## src/rtl/sumres_pkg.sv

```systemverilog
// Shared definitions for the serial adder/subtractor: opcodes, FSM encoding,
// the single-bit full-adder cell and a counter-width helper.
package sumres_pkg;

  localparam logic OP_ADD = 1'b0;
  localparam logic OP_SUB = 1'b1;

  typedef enum logic [1:0] {
    ST_IDLE = 2'd0,
    ST_RUN  = 2'd1,
    ST_DONE = 2'd2
  } state_e;

  // Returns {carry_out, sum}
  function automatic logic [1:0] sum1b(input logic x, input logic y, input logic ci);
    logic p;
    p = x ^ y;
    return {(x & y) | (ci & p), p ^ ci};
  endfunction

  // Chunk counter width: $clog2(n), never below one bit
  function automatic int cnt_w(input int n);
    return (n <= 2) ? 1 : $clog2(n);
  endfunction

endpackage

```

## src/rtl/sum_chunk.sv

```systemverilog
// W-bit ripple-carry slice built from sum1b cells; also exports the carry
// entering the top bit so the caller can derive signed overflow.
module sum_chunk
  import sumres_pkg::*;
#(
  parameter int W = 1
) (
  input  logic [W-1:0] A,
  input  logic [W-1:0] B,
  input  logic         Ci,
  output logic [W-1:0] Sum,
  output logic         Cout,
  output logic         Cmsb
);

  logic cy;

  always_comb begin
    cy   = Ci;
    Cmsb = Ci;
    Sum  = '0;
    for (int i = 0; i < W; i++) begin
      Cmsb = cy;
      {cy, Sum[i]} = sum1b(A[i], B[i], cy);
    end
    Cout = cy;
  end

endmodule

```

## src/rtl/sumres_serial.sv

```systemverilog
// Multi-cycle two's-complement adder/subtractor: one CHUNK-bit slice per clock,
// LSB chunk first, with start/busy/done handshake and carry/overflow/zero flags.
module sumres_serial
  import sumres_pkg::*;
#(
  parameter int WIDTH = 8,
  parameter int CHUNK = 1
) (
  input  logic             clk,
  input  logic             rst,
  input  logic             start,
  input  logic             op,
  input  logic [WIDTH-1:0] a,
  input  logic [WIDTH-1:0] b,
  output logic             busy,
  output logic             done,
  output logic [WIDTH-1:0] result,
  output logic             cout,
  output logic             ovf,
  output logic             zero
);

  localparam int N  = WIDTH / CHUNK;
  localparam int CW = cnt_w(N);
  localparam logic [CW-1:0] LAST = CW'(N - 1);

  if (WIDTH < 2 || CHUNK < 1 || (WIDTH % CHUNK) != 0) begin : g_bad_cfg
    $error("sumres_serial: WIDTH must be >= 2 and an exact multiple of CHUNK");
  end

  state_e           state_q, state_d;
  logic [CW-1:0]    cnt_q, cnt_d;
  logic [WIDTH-1:0] a_q, a_d;
  logic [WIDTH-1:0] b_q, b_d;
  logic [WIDTH-1:0] result_q, result_d;
  logic             carry_q, carry_d;
  logic             cout_q, cout_d;
  logic             ovf_q, ovf_d;
  logic             zero_q, zero_d;

  logic [CHUNK-1:0] sl_a, sl_b, sl_sum;
  logic             sl_cout, sl_cmsb;
  logic [WIDTH-1:0] res_wr;

  // Operand chunk selected by the counter
  always_comb begin
    sl_a = '0;
    sl_b = '0;
    for (int i = 0; i < N; i++) begin
      if (cnt_q == CW'(i)) begin
        sl_a = a_q[i*CHUNK +: CHUNK];
        sl_b = b_q[i*CHUNK +: CHUNK];
      end
    end
  end

  sum_chunk #(
    .W(CHUNK)
  ) u_slice (
    .A   (sl_a),
    .B   (sl_b),
    .Ci  (carry_q),
    .Sum (sl_sum),
    .Cout(sl_cout),
    .Cmsb(sl_cmsb)
  );

  // Result with the current chunk merged in at its bit position
  always_comb begin
    res_wr = result_q;
    for (int i = 0; i < N; i++) begin
      if (cnt_q == CW'(i)) begin
        res_wr[i*CHUNK +: CHUNK] = sl_sum;
      end
    end
  end

  always_comb begin
    state_d  = state_q;
    cnt_d    = cnt_q;
    a_d      = a_q;
    b_d      = b_q;
    carry_d  = carry_q;
    result_d = result_q;
    cout_d   = cout_q;
    ovf_d    = ovf_q;
    zero_d   = zero_q;

    case (state_q)
      ST_IDLE, ST_DONE: begin
        if (start) begin
          // Subtraction is a + ~b + 1: invert b here, seed the carry with op
          state_d  = ST_RUN;
          cnt_d    = '0;
          a_d      = a;
          b_d      = (op == OP_ADD) ? b : ~b;
          carry_d  = (op == OP_SUB);
          result_d = '0;
          cout_d   = 1'b0;
          ovf_d    = 1'b0;
          zero_d   = 1'b0;
        end else if (state_q == ST_DONE) begin
          state_d = ST_IDLE;
        end
      end

      ST_RUN: begin
        result_d = res_wr;
        carry_d  = sl_cout;
        cnt_d    = cnt_q + 1'b1;
        if (cnt_q == LAST) begin
          state_d = ST_DONE;
          cnt_d   = '0;
          cout_d  = sl_cout;
          ovf_d   = sl_cmsb ^ sl_cout;
          zero_d  = ~|res_wr;
        end
      end

      default: begin
        state_d = ST_IDLE;
        cnt_d   = '0;
      end
    endcase
  end

  always_ff @(posedge clk or posedge rst) begin
    if (rst) begin
      state_q  <= ST_IDLE;
      cnt_q    <= '0;
      a_q      <= '0;
      b_q      <= '0;
      carry_q  <= 1'b0;
      result_q <= '0;
      cout_q   <= 1'b0;
      ovf_q    <= 1'b0;
      zero_q   <= 1'b0;
    end else begin
      state_q  <= state_d;
      cnt_q    <= cnt_d;
      a_q      <= a_d;
      b_q      <= b_d;
      carry_q  <= carry_d;
      result_q <= result_d;
      cout_q   <= cout_d;
      ovf_q    <= ovf_d;
      zero_q   <= zero_d;
    end
  end

  assign busy   = (state_q == ST_RUN);
  assign done   = (state_q == ST_DONE);
  assign result = result_q;
  assign cout   = cout_q;
  assign ovf    = ovf_q;
  assign zero   = zero_q;

endmodule

```

## config.mk

```make
export PLATFORM = sky130hd
export DESIGN_NAME = sumres_serial
export DESIGN_NICKNAME = d
export VERILOG_FILES = /design/src/rtl/sumres_pkg.sv /design/src/rtl/sum_chunk.sv /design/src/rtl/sumres_serial.sv
export SDC_FILE = /design/constraint.sdc
export NUM_CORES = 1
export LEC_CHECK = 0
export CAP_MARGIN = 20
export CORE_MARGIN = 8
export CORE_UTILIZATION = 47
export CTS_CLUSTER_DIAMETER = 30
export DETAILED_ROUTE_END_ITERATION = 12
export PLACE_DENSITY = 0.73
export SKIP_CTS_REPAIR_TIMING = 1
export SLEW_MARGIN = 30
export SYNTH_ARGS = -nofsm -noshare
export SYNTH_HDL_FRONTEND = slang
export SYNTH_SLANG_ARGS = --single-unit
export TNS_END_PERCENT = 5
```

## constraint.sdc

```tcl
create_clock -name clk -period 2.94 [get_ports clk]
set_input_delay 0.588 -clock clk [delete_from_list [all_inputs] [get_ports clk]]
set_output_delay 0.588 -clock clk [all_outputs]
set_load 0.02 [all_outputs]
```

* After elaboration in Yosys (flattened, before gate mapping)
Cells that the tools add are included.
W data, S select, Z words.
** Storage, ports and cells
- Register bits :: 33
- Input port bits :: 20
- Output and inout bits :: 13
** Cells by class
- $add $sub $neg :: 1
- Equality and inequality tests :: 12
- Multiplexer cells :: 43
- Bitwise gates (word level) :: 7
- Reductions and logical operators :: 10
** Operator list (number)
- $mux W1 :: 29
- $mux W8 :: 2
- $pmux W8 S2 :: 1
- $eq A3 B3 Y1 const B :: 4
- $not A8 Y8 :: 1
- $pmux W1 S2 :: 4
- $reduce_or A8 Y1 :: 1
- $eq A3 B2 Y1 const B :: 2
- $mux W2 :: 3
- $mux W3 :: 2
- $pmux W3 S2 :: 1
- $reduce_and A2 Y1 :: 3
- $pmux W2 S2 :: 1
- $add A3 B1 Y3 const B :: 1
- $eq A3 B1 Y1 const B :: 1
- $logic_not A3 Y1 :: 1
- $ne A3 B3 Y1 const B :: 1
- $reduce_and A3 Y1 :: 1
- $xor A1 B1 Y1 :: 3
- $and A1 B1 Y1 :: 2
- $eq A2 B1 Y1 const B :: 1
- $eq A2 B2 Y1 const B :: 1
- $logic_not A2 Y1 :: 1
- $ne A2 B1 Y1 const B :: 1
- 5 further kinds :: 5

* Longest topological paths before layout
Gate-level depths: netlist of run 1.
- Depth in word-level cells :: 16
- Gate-level depth with buffers :: 13

* By module
From an unflattened synthesis of run 1, not the netlist that was laid out.
** Second synthesis, totals
- Cells, all modules :: 211
- Area total of the unflattened synthesis :: 1853.0 um^2
** By module, submodules not included
- sumres_serial :: times used 1, cells each 209, area each 1825.5 um^2, sequential area each 825.8 um^2
- sum_chunk :: times used 1, cells each 2, area each 27.5 um^2, sequential area each 0.0 um^2

* Least setup slack after synthesis of run 1
Ideal clock, no wire load.
- Path type :: reg2reg
- Start point :: reg cnt_q[2]
- End point :: reg result_q[0], in the netlist result[0]
- Library setup time :: 0.121 ns
- Data arrival time :: 2.768 ns
- Setup slack :: 0.051 ns
- Stages on the path, launching flop included :: 13
- Path buffers :: 1
- Period minus slack after synthesis :: 2.889 ns
- Cells stage by stage :: dfrtp_1 inv_1 ha_1 buf_2 nor2b_1 a2111oi_4 o221ai_1 a32oi_1 o22ai_1 fa_1 nand2b_1 nor2_1 a22o_1
** Between the ends
- Word-level cells in the longest chain between the ends :: 13
** RTL lines
- start, declared :: line sumres_serial.sv:32 : logic [CW-1:0] cnt_q, cnt_d;
- start signal, assigned :: line sumres_serial.sv:140 : cnt_q <= cnt_d;
- $logic_not A3 Y1 :: line sumres_serial.sv:50, sumres_serial.sv:72
- $mux W1 (8 in a row) :: line sumres_serial.sv:50 : if (cnt_q == CW'(i)) begin
- $xor A1 B1 Y1 :: line sumres_pkg.sv:17 : p = x ^ y;
- $xor A1 B1 Y1 :: line sumres_pkg.sv:18 : return {(x & y) | (ci & p), p ^ ci};
- $mux W1 * :: line sumres_serial.sv:72 : if (cnt_q == CW'(i)) begin
- $pmux W8 S2 * :: line sumres_serial.sv:89 : case (state_q)
- end signal, assigned :: line sumres_serial.sv:144 : result_q <= result_d;
- end, declared :: line sumres_serial.sv:35 : logic [WIDTH-1:0] result_q, result_d;
Mark *: on every way between the ends. The rest lies on a longest branch, timed or not.
A chain may end at the register's enable or synchronous reset.

* Worst setup path in the final report of run 1
- Start point :: reg cnt_q[1]
- End point :: reg zero_q, in the netlist zero
** Between the ends
- Word-level cells in the longest chain between the ends :: 16
** RTL lines
- $logic_not A3 Y1 :: line sumres_serial.sv:50, sumres_serial.sv:72
- $mux W1 (8 in a row) :: line sumres_serial.sv:50
- $xor A1 B1 Y1 :: line sumres_pkg.sv:17
- $xor A1 B1 Y1 :: line sumres_pkg.sv:18
- $mux W1 :: line sumres_serial.sv:72
- $reduce_or A8 Y1 :: line sumres_serial.sv:116 : zero_d = ~|res_wr;
- $logic_not A1 Y1 :: line sumres_serial.sv:116
- $mux W1 :: line sumres_serial.sv:111 : if (cnt_q == LAST) begin
- $pmux W1 S2 :: line sumres_serial.sv:89
- end signal, assigned :: line sumres_serial.sv:147 : zero_q <= zero_d;
- end, declared :: line sumres_serial.sv:39 : logic zero_q, zero_d;
Several ways; a longest one is shown, not always the timed one. The select of a mux whose other input is x is not followed.

==> results of run 1 <==
[registers in the layout, indices dropped and copies added (netlist names)]
register  cells
cnt_q         3
b_q           8
a_q           8
zero          1
state_q       2
carry_q       1
result        8
ovf           1
cout          1
[cells in the mapped netlist]
cell,number,area share [%]
a21oi_1,15,4.1
a32oi_1,3,1.4
xnor2_1,6,2.9
nor2_1,8,1.6
a2111oi_4,1,1.5
o32ai_1,2,0.96
o31ai_1,3,1.2
nor2b_1,5,1.7
xor2_1,3,1.4
o221ai_1,2,0.96
nand3_1,6,1.6
buf_2,9,2.5
dfrtp_1,33,45
o21bai_1,1,0.41
ha_1,6,4.1
o21ai_0,23,6.3
a31oi_1,1,0.34
a22o_1,1,0.48
fa_1,1,1.1
nand3b_4,1,1.1
a311oi_1,1,0.48
o21ai_1,2,0.55
nor3_1,2,0.55
o41ai_2,1,0.89
clkbuf_1,4,0.82
a32o_1,1,0.55
o22ai_1,3,1.0
nand2_1,49,10
a221oi_1,1,0.48
inv_1,13,2.7
nand2b_1,3,1.0
[per-layer routing]
metal | share of wire (%) | wire (um)
met1 | 46 | 1941
met2 | 47 | 2019
met3 | 6.2 | 265
met4 | 0.82 | 35
met5 | 0 | 0
[report_power, final]
part | leakage [nW] | internal [W] | switching, W | total [W]
Clock | 0.0395 | 0.000168 | 0.000154 | 0.000322
Sequential | 0.421 | 0.000646 | 0.000143 | 0.000789
Combinational | 0.590 | 0.000710 | 0.000855 | 0.00157
Total | 1.05 | 0.00152 | 0.00115 | 0.00268
[path summary, 6_finish.rpt]
kind,from,end,slack (ns),cells past startpoint
max,cnt_q[1],zero,0.12,12
min,b_q[3],b_q[3],0.48,2
max reg2reg,cnt_q[1],zero,0.12,12
min reg2reg,b_q[3],b_q[3],0.48,2
max in group asynchronous,rst,ovf,1.95,3
min in group asynchronous,rst,cnt_q[1],0.69,3
[final cells by class]
| cell class | count | area (um^2) | area share (%) |
|---|---|---|---|
| Clock buffer | 8 | 80.08 | 3.397 |
| Inverter | 13 | 48.80 | 2.070 |
| Multi-Input combinational cell | 151 | 920.9 | 39.07 |
| Sequential cell | 33 | 825.8 | 35.03 |
| Tap cell | 48 | 60.06 | 2.548 |
| Timing Repair Buffer | 45 | 421.7 | 17.89 |
[logic make-up after synthesis]
logic type	synth area share (%)
simple gates	17.72
compound gates	21.68
flops	45.14
buf+inv	5.951
xor+xnor	4.309
fa+ha+maj	5.198
[stage by stage]
stage          setup WS [ns]  hold WS, ns  instance area (um^2)
2_1_floorplan        0.05144       0.4447                  1829
3_3_place_gp          0.1254       0.4666                  2240
3_5_place_dp         0.05091       0.4732                  2240
4_1_cts              0.04410       0.4892                  2320
5_1_grt             -0.06663       0.5109                  2357
6_report              0.1249       0.4819                  2357
[layout by cell type, fill, tap and decap left out, types with 5 or more instances in the layout]
master	netlist	layout
xnor2_1	6	6
nand3_1	6	6
nor2_1	8	8
clkbuf_8	0	5
inv_1	13	12
clkdlybuf4s50_1	0	32
dfrtp_1	33	33
a21oi_1	15	15
nand2_1	49	49
o21ai_0	23	23
nor2b_1	5	5
buf_4	0	12
[worst max-delay path, stage by stage, from the launching register on]
cell and delay (ns):
dfrtp_1 0.39, inv_2 0.08, ha_2 0.20, nand3b_4 0.16, a2111oi_4 0.36, o221ai_1 0.15
a32oi_1 0.17, o22ai_1 0.12, fa_2 0.64, nor2_1 0.06, nor2_1 0.08, a21oi_1 0.05
o41ai_2 0.26
==> out/summary.txt, run 1 <==
n_diodes -> 0
CTS tree -> yes
status -> finished clean
Post-layout nets -> 276
Clock transition at path regs -> 0.06 ns
total track usage -> 15.17%
DRC violations left -> 0
CP Data Required Time -> 3.13 ns
M1 GR Usage -> 19.58%
wirelength, routed -> 4.261 mm
fillers -> 337
setup TNS -> 0 ns
Post-Syn Nets -> 237
Max Clock Freq -> 0.3552 GHz
first-pass GRT wire length -> 7.465 mm
CTS Buffer Depth -> 2
total power -> 0.002676 W
final hold vios -> 0
part of the cycle the worst path needs -> 95.75%
Final Non-Filler Cells -> 298
Relative slew margins -> 64.92%
placer congestion estimate -> 0.8660
yosys warns -> 0
Synth cell types -> 31
Final ANT Viol Nets -> 0
Core Util, Final -> 63.43%
clk_skew -> 0.005888 ns
min cycle time layout -> 2.815 ns
io pins -> 33
Final Max Tran Viols -> 0
synth-to-layout area growth -> 28.86%
critical path startpoint category -> flop
vias in the first global route -> 1,612
vias per inst -> 5.362
synthesis-stage register bit count -> 33
Cell Pwr Density -> 1135 mW/mm^2
CTS Sinks -> 33
Mapped Area -> 0.001829 mm^2
CP Data Arrival Time -> 3.00 ns
M3 GR Usage -> 4.100%
GR Overflow Total -> 0
pin count of the biggest net entering global routing -> 34
worst hold path type -> reg -> reg
Core Footprint -> 0.003716 mm^2
number of max-cap violations -> 0
GR peak layer -> met2
RSZ-0062 raised after global routing -> true
IO Port Bufs -> 32
drt wl/cell -> 14.30 um
met2 Resource Use GR -> 23.53%
clock root cell -> clkbuf_8
FP Rows -> 22
Mean Syn Cell Area -> 8.711 um^2
VDD IR-drop max -> 0.4106 mV
Cells after Synth -> 210
die area -> 0.006144 mm^2
Die Ht -> 78.39 um
share of cells above drive strength 1 -> 10.80%
Detailed Place HPWL -> 3.201 mm
drt pass-1 iters -> 4
Clock Latency Late Sink -> 0.28 ns
critical path endpoint category -> flop
initial antenna violation count -> 0
routed vias -> 1,598
Initial Util -> 49.23%
Die X -> 78.39 um
Initial DRC Count -> 241
H-tree levels -> 2
Setup-failing EPs final -> 0
WS Path Type -> reg -> reg
Slew @ Worst Pin -> 0.5262 ns
TritonCTS buffer count -> 5
sequential-to-total area share from yosys stat -> 45.14%
dpl cells -> 289
CP max FO -> 6
P_leak -> 1.050 nW
No activity file was read; power rests on OpenSTA's default activity.
==> run 2, diff against run 1 <==
==> constraint.sdc (replaced) <==
create_clock -name clk -period 2.94 [get_ports clk]
set_input_delay 0.441 -clock clk [delete_from_list [all_inputs] [get_ports clk]]
set_output_delay 0.441 -clock clk [all_outputs]
set_load 0.02 [all_outputs]
==> run 2 against run 1 <==
Net effect: the flow now finishes with violations (setup timing); core utilization grew 2.0 points; worst setup slack lost 0.13 ns; power grew 6.4%; maximum frequency shrank 4.5%; die area is the same; critical path depth shrank 1; critical path type unchanged; highest routed layer unchanged.
==> out/summary.txt, run 2 (synthesis results as in run 1) <==
status -> finished, violations left
slowest CP cell -> fa_2
H-tree levels -> 2
drt pass-1 iters -> 4
Post-layout nets -> 278
critical path endpoint category -> flop
GR Overflow Total -> 0
part of the cycle the worst path needs -> 100.3%
drt wl/cell -> 15.09 um
Final Max Tran Viols -> 0
Final ANT Viol Nets -> 0
crit-path cells -> ha_4 -> ha_2 -> nor2b_1 -> a2111oi_4 -> o221ai_1 -> a32oi_1 -> o22ai_2 -> fa_2 -> a32o_1 -> nand3_2 -> o41ai_2
n_diodes -> 0
Slew @ Worst Pin -> 0.5649 ns
FP Rows -> 22
Worst Slack Setup Final -> -0.009258 ns
pin count of the biggest net entering global routing -> 34
CTS Sinks -> 33
Cell Pwr Density -> 1171 mW/mm^2
min cycle time layout -> 2.949 ns
failing checks -> setup timing
number of max-cap violations -> 0
Relative slew margins -> 62.34%
Initial Util -> 49.23%
VDD IR-drop max -> 0.4918 mV
RSZ-0062 raised after global routing -> true
final hold vios -> 0
Register-to-Register Path Depth -> 11
Die Ht -> 78.39 um
share of cells above drive strength 1 -> 15.08%
clk_skew -> 0.005424 ns
IO Port Bufs -> 32
worst hold path type -> reg -> reg
CP Data Required Time -> 3.13 ns
CP Data Arrival Time -> 3.14 ns
Final Non-Filler Cells -> 300
total track usage -> 14.79%
WP buf/inv -> 0
Clock Latency Late Sink -> 0.29 ns
critical path depth -> 11
Placed Area -> 0.002240 mm^2
first-pass GRT wire length -> 7.396 mm
hold_ws -> 0.4829 ns
critical path startpoint category -> flop
vias per inst -> 5.440
wirelength, routed -> 4.528 mm
P_leak -> 1.078 nW
die area -> 0.006144 mm^2
Setup-failing EPs final -> 1
CTS Buffer Depth -> 2
most frequent cells in the layout -> nand2_1, dfrtp_1, clkdlybuf4s50_1, o21ai_0, a21oi_1
Detailed Place HPWL -> 3.323 mm
CP max FO -> 6
clock root cell -> clkbuf_8
synth-to-layout area growth -> 32.90%
CTS tree -> yes
io pins -> 33
Clock transition at path regs -> 0.07 ns
initial antenna violation count -> 0
Max Clock Freq -> 0.3391 GHz
Post-Place Setup Slack -> -0.01104 ns
placer congestion estimate -> 0.8690
dpl cells -> 289
routed vias -> 1,632
DRC violations left -> 0
TritonCTS buffer count -> 5
final instance area -> 0.002431 mm^2
commonest non-fill, non-tap cell in the layout -> nand2_1
Worst Hold Depth -> 2
vias in the first global route -> 1,600
Initial DRC Count -> 176
CP delay by family, top -> compound AO/OA/AOI/OAI gates
Core Footprint -> 0.003716 mm^2
WS Path Type -> reg -> reg
Critical Path Max Stage Delay -> 0.64 ns
total power -> 0.002846 W
Die X -> 78.39 um
run 2: worst register-to-register path, stage by stage (launching register included):
cell and delay (ns):
dfrtp_2 0.46, ha_4 0.19, ha_2 0.17, nor2b_1 0.15, a2111oi_4 0.21, o221ai_1 0.15, a32oi_1 0.22, o22ai_2 0.13
fa_2 0.64, a32o_1 0.20, nand3_2 0.07, o41ai_2 0.27
run 2: cell type report:
class / instances / area [um^2]
Tap cell: 48 / 60.06
Clock buffer: 7 / 96.34
Multi-Input combinational cell: 151 / 957.2
Clock inverter: 1 / 5.005
Inverter: 13 / 48.80
Sequential cell: 33 / 827.0
Fill cell: 317 / 1285
Timing Repair Buffer: 47 / 436.7
run 2: per-layer routing:
layer  routed length, um  vias to the layer above  track usage (%)
met4                  69                        0            5.556
li1                    -                      796                -
met1                1947                      767            18.38
met5                   0                        -                0
met3                 336                       10            4.670
met2                2174                       59            23.45
run 2: worst paths after layout:
| check | from | endpoint | slack (ns) |
|---|---|---|---|
| worst max-delay path | cnt_q[0] | zero | -0.009 |
| worst min-delay path | b_q[3] | b_q[3] | 0.48 |
| worst max register to register | cnt_q[0] | zero | -0.009 |
| worst min register to register | b_q[3] | b_q[3] | 0.48 |
| max in group asynchronous | rst | cnt_q[0] | 2.10 |
| min in group asynchronous | rst | a_q[6] | 0.53 |
run 2: report_power, final:
group	internal (W)	leakage, nW	switching, W
clock	0.000211	0.0542	0.000164
sequential	0.000647	0.420	0.000156
combinational	0.000754	0.604	0.000914
total	0.00161	1.08	0.00123
run 2: through the flow:
| step | TNS, ns | util [%] |
|---|---|---|
| 3_3_place_gp | 0 | 60.27 |
| 3_5_place_dp | -0.01104 | 60.27 |
| 4_1_cts | -0.04380 | 63.00 |
| 2_1_floorplan | 0 | - |
| 5_1_grt | -0.2756 | 65.42 |
| 6_report | -0.009258 | 65.42 |
==> run 3, diff against run 2 <==
--- a/config.mk
+++ b/config.mk
@@ -6,7 +6,6 @@
 export NUM_CORES = 1
 export LEC_CHECK = 0
 export CAP_MARGIN = 20
-export CORE_MARGIN = 8
 export CORE_UTILIZATION = 47
 export CTS_CLUSTER_DIAMETER = 30
 export DETAILED_ROUTE_END_ITERATION = 12
==> run 3 against run 2 <==
Net effect: the flow now finishes without violations; die area is 33% lower; sequential share of layout area grew 0.32 points; maximum frequency rose by 0.43%; hold slack gained 0.0057 ns; sequential power down 0.5%; clock skew is 0.0016 ns higher; clock power down 11%; critical path type unchanged.
==> out/summary.txt, run 3 (synthesis results as in run 1) <==
status -> finished clean
most frequent cells in the layout -> nand2_1, dfrtp_1, clkdlybuf4s50_1, o21ai_0, a21oi_1
CTS Buffer Depth -> 2
crit-path cells -> inv_2 -> ha_4 -> nand3b_4 -> a2111oi_4 -> o221ai_1 -> a32oi_1 -> o22ai_2 -> fa_2 -> a32o_1 -> nand3_2 -> o41ai_2
total track usage -> 22.89%
IO Port Bufs -> 32
wirelength, routed -> 4.280 mm
DRC violations left -> 0
n_diodes -> 0
H-tree levels -> 2
first-pass GRT wire length -> 7.093 mm
CP delay by family, top -> compound AO/OA/AOI/OAI gates
critical path endpoint category -> flop
FF+latch area -> 827.0 um^2
min cycle time layout -> 2.937 ns
FP Rows -> 22
CTS Sinks -> 33
Final Max Tran Viols -> 0
Cell Pwr Density -> 1153 mW/mm^2
Worst Slack Setup Final -> 0.003269 ns
Final ANT Viol Nets -> 0
initial antenna violation count -> 0
share of cells above drive strength 1 -> 14.74%
Clock Latency Late Sink -> 0.29 ns
slowest CP cell -> fa_2
Post-Place Setup Slack -> -0.01209 ns
clk_skew -> 0.006995 ns
vias per inst -> 5.391
final hold vios -> 0
number of max-cap violations -> 0
Post-layout nets -> 277
pin count of the biggest net entering global routing -> 34
Critical Path Max Stage Delay -> 0.64 ns
Core Util, Final -> 65.30%
CP Data Arrival Time -> 3.12 ns
total power -> 0.002776 W
worst hold path type -> reg -> reg
Die Ht -> 64.39 um
Setup-failing EPs final -> 0
CP Data Required Time -> 3.13 ns
Final Non-Filler Cells -> 299
CTS tree -> yes
Detailed Place HPWL -> 3.076 mm
synth-to-layout area growth -> 31.67%
clock root cell -> clkbuf_8
WS Path Type -> reg -> reg
Relative slew margins -> 63.92%
drt pass-1 iters -> 4
VDD IR-drop max -> 0.5919 mV
setup TNS -> 0 ns
fillers -> 323
vias in the first global route -> 1,460
TritonCTS buffer count -> 5
Initial DRC Count -> 97
critical path startpoint category -> flop
Die X -> 64.39 um
area of the multi-input gates -> 957.2 um^2
dpl cells -> 289
routed vias -> 1,612
io pins -> 33
Max Clock Freq -> 0.3405 GHz
P_leak -> 1.063 nW
Core Footprint -> 0.003689 mm^2
GR Overflow Total -> 0
placer congestion estimate -> 0.9572
drt wl/cell -> 14.31 um
CP max FO -> 6
Slew @ Worst Pin -> 0.5412 ns
die area -> 0.004145 mm^2
part of the cycle the worst path needs -> 99.89%
WP buf/inv -> 1
Clock transition at path regs -> 0.07 ns
Initial Util -> 49.59%
RSZ-0062 raised after global routing -> true
commonest non-fill, non-tap cell in the layout -> nand2_1
-- run 3: cell count changes in the layout (fill, tap and decap cells not counted), sizes merged --
| cell | before | now |
|---|---|---|
| buf | 15 | 14 |
| clkinv | 1 | 2 |
| clkbuf | 7 | 5 |
| clkinvlp | 0 | 1 |
-- run 3: metrics by stage --
step / hold slack (ns) / area (um^2)
after global placement: 0.4682 / 2240
after floorplan: 0.4447 / 1829
final: 0.4886 / 2409
after global routing: 0.5180 / 2409
after detailed placement: 0.4766 / 2240
after CTS: 0.4917 / 2326
-- run 3: worst paths after layout --
check,from,endpoint,slack [ns],cells after the start
setup / recovery,cnt_q[1],zero,0.003,11
max in group asynchronous,rst,cnt_q[0],2.07,3
hold reg to reg,zero,zero,0.49,2
setup reg to reg,cnt_q[1],zero,0.003,11
hold / removal,zero,zero,0.49,2
min in group asynchronous,rst,cout,0.55,3
-- run 3: final cells by class --
type | count | share of cell area (%)
flip-flops and latches | 33 | 34.34
well taps | 48 | 2.494
inverters | 13 | 2.026
clock inverters | 3 | 0.7273
clock buffers | 5 | 2.857
repair buffers | 46 | 17.82
multi-input cells | 151 | 39.74
-- run 3: metal layers --
layer,up-vias,global-route usage [%],routed length (um)
met4,0,9.167,92
met3,10,5.893,267
li1,799,-,-
met2,67,35.13,2116
met1,736,30.64,1804
met5,-,0,0
-- run 3: worst reg2reg max path, stage by stage, from the launching register on --
cell       delay (ns)
dfrtp_1          0.42
inv_2            0.10
ha_4             0.18
nand3b_4         0.16
a2111oi_4        0.32
o221ai_1         0.16
a32oi_1          0.22
o22ai_2          0.13
fa_2             0.64
a32o_1           0.19
nand3_2          0.06
o41ai_2          0.27
-- run 3: power by group --
part           internal (W)  switching (W)
Clock              0.000163       0.000170
Sequential         0.000647       0.000152
Combinational      0.000744       0.000900
Total               0.00155        0.00122
